### src/rtl/tdm_tustin_lpf.sv
// tdm_tustin_lpf: first-order Tustin low-pass filter over a time-division
// multiplexed stream of FACTOR interleaved channels.
// Each channel keeps its own state. Outputs come out in input channel order,
// two cycles after the matching input.
// Input handshake: in_valid alone qualifies a sample. There is no ready, so a
// sample is taken in every cycle where in_valid=1 and clear=0.
// Output handshake: out_valid is a one-cycle strobe for each result. out and
// out_ch keep their values between strobes.
module tdm_tustin_lpf #(
    parameter int FACTOR  = 2,
    parameter int IN_W    = 27,
    parameter int ALPHA_W = 27,
    parameter int OUT_W   = 32,
    localparam int CW     = (FACTOR > 1) ? $clog2(FACTOR) : 1
) (
    input  logic                      clk,
    input  logic                      rst,
    input  logic                      clear,
    input  logic signed [IN_W-1:0]    in,
    input  logic                      in_valid,
    input  logic        [ALPHA_W-1:0] alpha,
    output logic signed [OUT_W-1:0]   out,
    output logic                      out_valid,
    output logic        [CW-1:0]      out_ch
);

    // The accumulator has ALPHA_W fraction bits. u needs one more bit than the
    // accumulator, and the product needs room for u times the unsigned alpha.
    localparam int YW = IN_W + ALPHA_W + 1;
    localparam int UW = YW + 1;
    localparam int PW = UW + ALPHA_W + 1;
    // The state tables cover the full counter range, so any index is legal.
    localparam int NS = 1 << CW;

    logic        [CW-1:0]      ch_cnt;
    logic signed [IN_W-1:0]    x_prev [NS];
    logic signed [YW-1:0]      y_acc  [NS];

    logic                      s1_valid;
    logic        [CW-1:0]      s1_ch;
    logic        [ALPHA_W-1:0] s1_alpha;
    logic signed [UW-1:0]      s1_u;
    logic signed [IN_W-1:0]    s1_x;
    logic signed [YW-1:0]      s1_yb;

    logic                      fwd;
    logic signed [IN_W-1:0]    xp_cur;
    logic signed [YW-1:0]      y_cur;
    logic signed [IN_W:0]      sum;
    logic signed [UW-1:0]      sum_ext;
    logic signed [UW-1:0]      u_nxt;
    logic signed [PW-1:0]      u_ext;
    logic signed [PW-1:0]      a_ext;
    logic signed [PW-1:0]      prod;
    logic signed [YW-1:0]      y_new;
    logic signed [OUT_W-1:0]   out_nxt;

    // If stage 2 holds the same channel, its state write has not landed yet.
    // In that case stage 1 takes the forwarded values instead.
    assign fwd = s1_valid && (s1_ch == ch_cnt);

    // Stage-1 operand select with forwarding, then u = ((x + x_prev) << (A-1)) - y
    always_comb begin
        xp_cur = x_prev[ch_cnt];
        y_cur  = y_acc[ch_cnt];
        if (fwd) begin
            xp_cur = s1_x;
            y_cur  = y_new;
        end
        sum     = {in[IN_W-1], in} + {xp_cur[IN_W-1], xp_cur};
        sum_ext = {{(UW-IN_W-1){sum[IN_W]}}, sum};
        u_nxt   = (sum_ext <<< (ALPHA_W-1)) - {y_cur[YW-1], y_cur};
    end

    // Stage-2 update: y_new = y + floor(u * alpha / 2^ALPHA_W)
    assign u_ext   = {{(PW-UW){s1_u[UW-1]}}, s1_u};
    assign a_ext   = {{(PW-ALPHA_W){1'b0}}, s1_alpha};
    assign prod    = u_ext * a_ext;
    assign y_new   = s1_yb + YW'(prod >>> ALPHA_W);
    assign out_nxt = OUT_W'(y_new >>> ALPHA_W);

    // Channel counter: advances on each accepted sample and returns to 0 on clear
    always_ff @(posedge clk or negedge rst) begin
        if (!rst) begin
            ch_cnt <= '0;
        end else if (clear) begin
            ch_cnt <= '0;
        end else if (in_valid) begin
            if (ch_cnt == CW'(FACTOR-1)) ch_cnt <= '0;
            else                         ch_cnt <= ch_cnt + 1'b1;
        end
    end

    // Stage 1: register u together with the operands stage 2 needs
    always_ff @(posedge clk or negedge rst) begin
        if (!rst) begin
            s1_valid <= 1'b0;
            s1_ch    <= '0;
            s1_alpha <= '0;
            s1_u     <= '0;
            s1_x     <= '0;
            s1_yb    <= '0;
        end else if (clear) begin
            s1_valid <= 1'b0;
        end else begin
            s1_valid <= in_valid;
            if (in_valid) begin
                s1_ch    <= ch_cnt;
                s1_alpha <= alpha;
                s1_u     <= u_nxt;
                s1_x     <= in;
                s1_yb    <= y_cur;
            end
        end
    end

    // Stage 2: register the output and write the channel state back
    always_ff @(posedge clk or negedge rst) begin
        if (!rst) begin
            out       <= '0;
            out_valid <= 1'b0;
            out_ch    <= '0;
            for (int i = 0; i < NS; i++) begin
                x_prev[i] <= '0;
                y_acc[i]  <= '0;
            end
        end else if (clear) begin
            out_valid <= 1'b0;
            for (int i = 0; i < NS; i++) begin
                x_prev[i] <= '0;
                y_acc[i]  <= '0;
            end
        end else begin
            out_valid <= s1_valid;
            if (s1_valid) begin
                out           <= out_nxt;
                out_ch        <= s1_ch;
                x_prev[s1_ch] <= s1_x;
                y_acc[s1_ch]  <= y_new;
            end
        end
    end

endmodule
### config.mk
export PLATFORM = sky130hd
export DESIGN_NAME = tdm_tustin_lpf
export DESIGN_NICKNAME = d
export VERILOG_FILES = /design/src/rtl/tdm_tustin_lpf.sv
export SDC_FILE = /design/constraint.sdc
export NUM_CORES = 2
export LEC_CHECK = 0
export BUFFER_PORTS_ARGS = -buffer_cell sky130_fd_sc_hd__buf_2
export CAP_MARGIN = 10
export CORE_ASPECT_RATIO = 0.5
export CORE_UTILIZATION = 65
export DETAILED_ROUTE_END_ITERATION = 7
export HOLD_SLACK_MARGIN = 0.02
export PLACE_DENSITY = 0.82
export SYNTH_ARGS = -nofsm -noshare
export SYNTH_HDL_FRONTEND = slang
export SYNTH_SLANG_ARGS = --single-unit
### constraint.sdc
create_clock -name clk -period 16.71 [get_ports clk]
set_input_delay 1.671 -clock clk [delete_from_list [all_inputs] [get_ports clk]]
set_output_delay 1.671 -clock clk [all_outputs]
set_load 0.03 [all_outputs]
==> Word level (Yosys, flattened, before mapping) <==
Index checks and enable logic that the tools add are counted.
{ "op_classes": {"n_addsub": 4, "n_mul": 1, "magnitude_cmp": 3, "n_eq_ne": 1, "muxes": 23, "bitwise_logic": 3, "reduce_logical": 6} }
{ "ops": {"columns": ["operator", "n"], "rows": [
  ["$mux 55", 5],
  ["$mux 110", 2],
  ["$mux 27", 5],
  ["$bwmux 110", 1],
  ["$mux 54", 2],
  ["$mul 56x28->82", 1],
  ["$sub 54x55->56", 1],
  ["$add 55x55->55", 1],
  ["$demux 55 s1", 1],
  ["$bwmux 54", 1],
  ["$add 27x27->28", 1],
  ["$demux 27 s1", 1],
  ["$mux 1", 5],
  ["$ge 2x2->1 const B", 2],
  ["$not 1->2", 2],
  ["$reduce_and 2->1", 2],
  ["$reduce_bool 2->1", 2],
  ["$logic_and 1x1->1", 2],
  ["$lt 2x1->1 const B", 1],
  ["$add 1x1->1 const B", 1],
  ["$eq 1x1->1", 1],
  ["$not 1->1", 1]
]} }
{ "totals": {"regBits": 362} }

==> Depth between registers and ports, before layout <==
{ "depth": {"ltp_word": 8, "depth_mapped": 60, "ltp_nobuf": 58} }

==> Worst setup path before layout <==
OpenSTA, ideal clock, no wires.
{ "synth_path": {"path_type": "register to register", "startpoint": "reg s1_alpha[4]", "endpoint": "reg s1_u[51]", "setup_ns": 0.131, "arrival_ns": 11.756, "slack_ns": 4.823, "path_stages_with_launch": 53, "path_buffers": 3, "cell_sequence": "dfrtp_1 clkbuf_1 clkbuf_1 nand2_1 fa_1 fa_1 fa_1 fa_1 fa_1 inv_1 fa_1 fa_1 ha_1 a211o_1 a21oi_1 o2bb2ai_1 a2111oi_0 o31ai_1 (+17 left out) a21oi_1 xnor2_1 a21oi_1 ha_1 a21o_1 a21o_1 a21o_1 nand3_1 a21boi_0 o21ai_0 nor2b_1 o21bai_1 a21oi_1 o21ai_0 a41oi_2 o21ai_1 and4_1 or3_1"} }
{ "synth_via": {"elab_chain_len": 4} }
{ "synth_lines": {"columns": ["element", "line_no", "source"], "rows": [
  ["start, declared", "41", "logic [ALPHA_W-1:0] s1_alpha;"],
  ["start signal, assigned", "109", "s1_alpha <= alpha;"],
  ["$mul 56x28->82", "78", "assign prod = u_ext * a_ext;"],
  ["$add 55x55->55", "79", "assign y_new = s1_yb + YW'(prod >>> ALPHA_W);"],
  ["$mux 55", "66", "if (fwd) begin"],
  ["$sub 54x55->56", "72", "u_nxt = (sum_ext <<< (ALPHA_W-1)) - {y_cur[YW-1], y_cur};"],
  ["end signal, assigned", "110", "s1_u <= u_nxt;"],
  ["end, declared", "42", "logic signed [UW-1:0] s1_u;"]
]} }
Every way passes these cells.
A chain may end at the register's enable or synchronous reset.

==> Final worst setup path <==
{ "layout_path": {"startpoint": "reg s1_alpha[2]", "endpoint": "reg s1_u[53]"} }
The elaborated chain is that of the path after synthesis.

==> results by group <==
Run status
  • Outcome: finished clean

Route
  • Initial DRT Pass Iterations: 6
  • Drt wl/cell: 21.3 um
  • Drt total wl: 195000 um
  • DR iter-0 viols: between 5000 and 6000
  • Vias: 54194
  • Post-route ant nets: 0
  • Vias per cell: between 5 and 6
  • Residual DRC count: 0

CTS
  • Clock buffer count from CTS: 37
  • TritonCTS clock tree: yes
  • Clock transition at path regs: 0.09 ns
  • H-tree depth: 2
  • Clock tree buffer depth: 3
  • Hold buffers post-CTS: 0
  • CTS resizes: 0
  • Post-CTS setup buffers: 0
  • CTS root buf: clkbuf_16
  • # clock sinks: 361
  • Worst-skew pair later-pin latency: ~0.64 ns

Global route
  • Grt met1 use: 47.7%
  • Initial antenna violation count: 5
  • First-pass GRT wire length: about 310000 um
  • Vias in the first global route: ~57000
  • Met2 GRT Util: 57.5%
  • Gr usage total: 36.7%
  • Global-route met3 utilization: 7.52%
  • Busiest layer in global routing: met2
  • GR Overflow Total: 0
  • Maximum number of pins on one net before global-route repair: 213

Min path
  • HP Class: reg2reg
  • Min-delay src: out[16]

Timing
  • Worst relative slew slack: 9.16%
  • Count of pins over their slew limit: 0
  • Max Clock Freq: a little under 70 MHz
  • Crit share post-route: 87.0%
  • RSZ-0062 raised after global routing: false
  • Hold Vio Cnt, Final: 0
  • Final setup TNS: 0 ns
  • Min Tclk post-route: 14.54 ns
  • Setup violators final: 0
  • Clock skew: roughly 0.052 ns
  • Actual slew at the worst max-slew pin: 1.36 ns

Worst setup path
  • CP Data Arrival Time: 14.98 ns
  • Launch point of the worst reg-to-reg path: s1_alpha[2]
  • First element of the critical path: s1_alpha[2]
  • Crit path largest cell delay: 1.20 ns
  • CP max FO: 57
  • Worst Setup EP: s1_u[53]
  • Critical path data required time: 17.16 ns
  • Worst path depth: 48
  • R2R cell count: 48
  • FF-to-FF End: s1_u[53]
  • Worst setup EP type: register
  • Critical path launch point type: register
  • Setup CP Type: reg2reg
  • Buf/Inv on CP: 5
  • Slowest CP cell: dfrtp_2
  • Largest delay share family, worst path: compound AO/OA/AOI/OAI gates
  • Internal reg-to-reg setup slack: ~2.2 ns

Cells and area
  • Fill cells: 8238
  • Layout cells sized above 1: roughly 4%
  • NumNets Final: 9560
  • Synth-to-Final Area Change: 3.51%

Yosys
  • Synthesized flop and latch total: 361
  • Post-Synthesis Cells: slightly below 8000
  • Synthesized-area fraction occupied by and/or/nand/nor cells: ~17%
  • Netlist cell types: 89
  • Seq/Total Area, Yosys: 12.8%
  • Number of flops mapped to enable cells by yosys: 0
  • Synth Area in Adders: 47.6%
  • Complex-gate fraction of the synthesized area: 7.86%
  • Top_reg_cell synth: dfrtp_1
  • Mean post-synth cell area: 8.89 sq um
  • Ys async rst share: 100%
  • Post-synth net total: around 9800
  • Mapped Area: 0.0707 sq mm
  • Mux cell area share after synthesis: 1.02%
  • Post-synthesis xor/xnor area fraction: under 10%
  • Yosys Warn Count: 0
  • Largest family of logic cells by synthesized area: adder cells

Floorplan
  • Die X: 469 um
  • Num ports: ~90
  • Rows: 85
  • Die Span Y: 235 um
  • Initial core utilization: roughly two thirds
  • Core area: 0.108 sq mm
  • Die footprint: 0.110 sq mm

Placement
  • Final GP Congestion: 0.997
  • Dpl hpwl: 143000 um
  • Count of buffers from port buffering: 91

Flow run
  • Maxcap violations: 0
[placed cells by master (no fill, tap or decap), drive strengths merged, types with 31 or more instances in the layout]
cell and instances:
nand3 64, inv 1601, clkbuf 52, fa 1479, nand2 1360, mux2i 63, nor2 169, a21o 87
and2 807, xnor2 122, a21oi 272, nor3 31, xor2 59, o21ai 260, dfrtp 361, a22o 70
ha 326, buf 186
[worst min path at each step]
stage                      endpoint  slack, ns  depth (start not counted)
final                       out[16]       0.48                          2
after global routing        out[12]       0.50                          2
after CTS                   out[16]       0.48                          2
after detailed placement    out[13]       0.46                          2
after global placement    y_acc[30]       0.46                          2
after floorplan           y_acc[28]       0.44                          2
[worst min-delay path, delay by kind of cell, from the launching register on]
kind | cells | cell delay [ns]
and+or+nand+nor | 2 | 0.10
DFF | 1 | 0.34
[layout make-up]
type | instances | area (sq um) | area share (%)
tap | 1435 | 1800 | 2.45
clock buffer | 52 | 1020 | 1.40
timing repair buffer | 186 | 1210 | 1.65
inverter | 1601 | 6010 | 8.21
multi-input combinational | 5510 | 53900 | 73.6
antenna | 6 | 15.0 | 0.0205
sequential | 361 | 9060 | 12.4
clock inverter | 14 | 216 | 0.296
[kinds of logic after synthesis]
| kind of cell | Yosys count |
|---|---|
| and+or+nand+nor | 2575 |
| buffers and inverters | 2087 |
| xor gates and xnor gates | 181 |
| adders and majority gates | 1805 |
| DFF | 361 |
| AOI/OAI and AO/OA | 878 |
| muxes | 71 |
[state kept, by name, indices dropped and copies added, names as in the netlist]
signal	flops
s1_alpha	27
out	28
s1_x	27
out_ch	1
x_prev	54
y_acc	110
out_valid	1
s1_yb	54
s1_ch	1
s1_u	56
ch_cnt	1
s1_valid	1
[per-stage QoR]
step	utilization [%]	setup slack (ns)	area [sq um]	std cells	hold slack, ns
finish	68.0	2.17	73200	9165	0.479
global route	68.0	1.49	73200	9159	0.497
CTS	68.0	2.47	73200	9159	0.481
detailed placement	66.8	2.55	72000	9093	0.458
global placement	66.8	2.81	72000	9093	0.457
floorplan	-	4.82	70700	7958	0.444
[Yosys cell counts, types with 9 or more instances]
library cell | instances | area [sq um]
nand2b_1 | 18 | 113
o21ai_0 | 249 | 1250
nand2_1 | 1360 | 5100
a21boi_0 | 9 | 67.6
a21oi_1 | 270 | 1350
clkbuf_1 | 444 | 1670
and2_1 | 806 | 5040
a211oi_1 | 20 | 150
buf_1 | 24 | 90.1
xor2_1 | 59 | 517
buf_2 | 10 | 50.1
xnor2_1 | 122 | 1070
a31oi_1 | 18 | 113
inv_1 | 1601 | 6010
o211ai_1 | 9 | 67.6
nand3_1 | 62 | 310
o21a_1 | 24 | 180
dfrtp_1 | 361 | 9030
and3_1 | 30 | 188
a21o_1 | 87 | 653
ha_1 | 326 | 4080
o31ai_1 | 9 | 67.6
nand4_1 | 23 | 144
fa_1 | 1479 | 29600
mux2i_1 | 63 | 631
o21ai_1 | 9 | 45.0
nor2_1 | 168 | 631
a22o_1 | 70 | 613
or3_1 | 9 | 56.3
nor3_1 | 30 | 150
nor2b_1 | 22 | 138
o21bai_1 | 27 | 203
[per-layer routing]
| metal | vias to the layer above | share of wire (%) |
|---|---|---|
| met5 | - | 0.015 |
| met4 | 4 | 7.2 |
| met3 | 825 | 10 |
| met2 | 3083 | 46 |
| met1 | 27102 | 37 |
| li1 | 23180 | - |
Power is not shown: default switching activity piles up to over one toggle a cycle in this logic, so the estimate is an artifact.
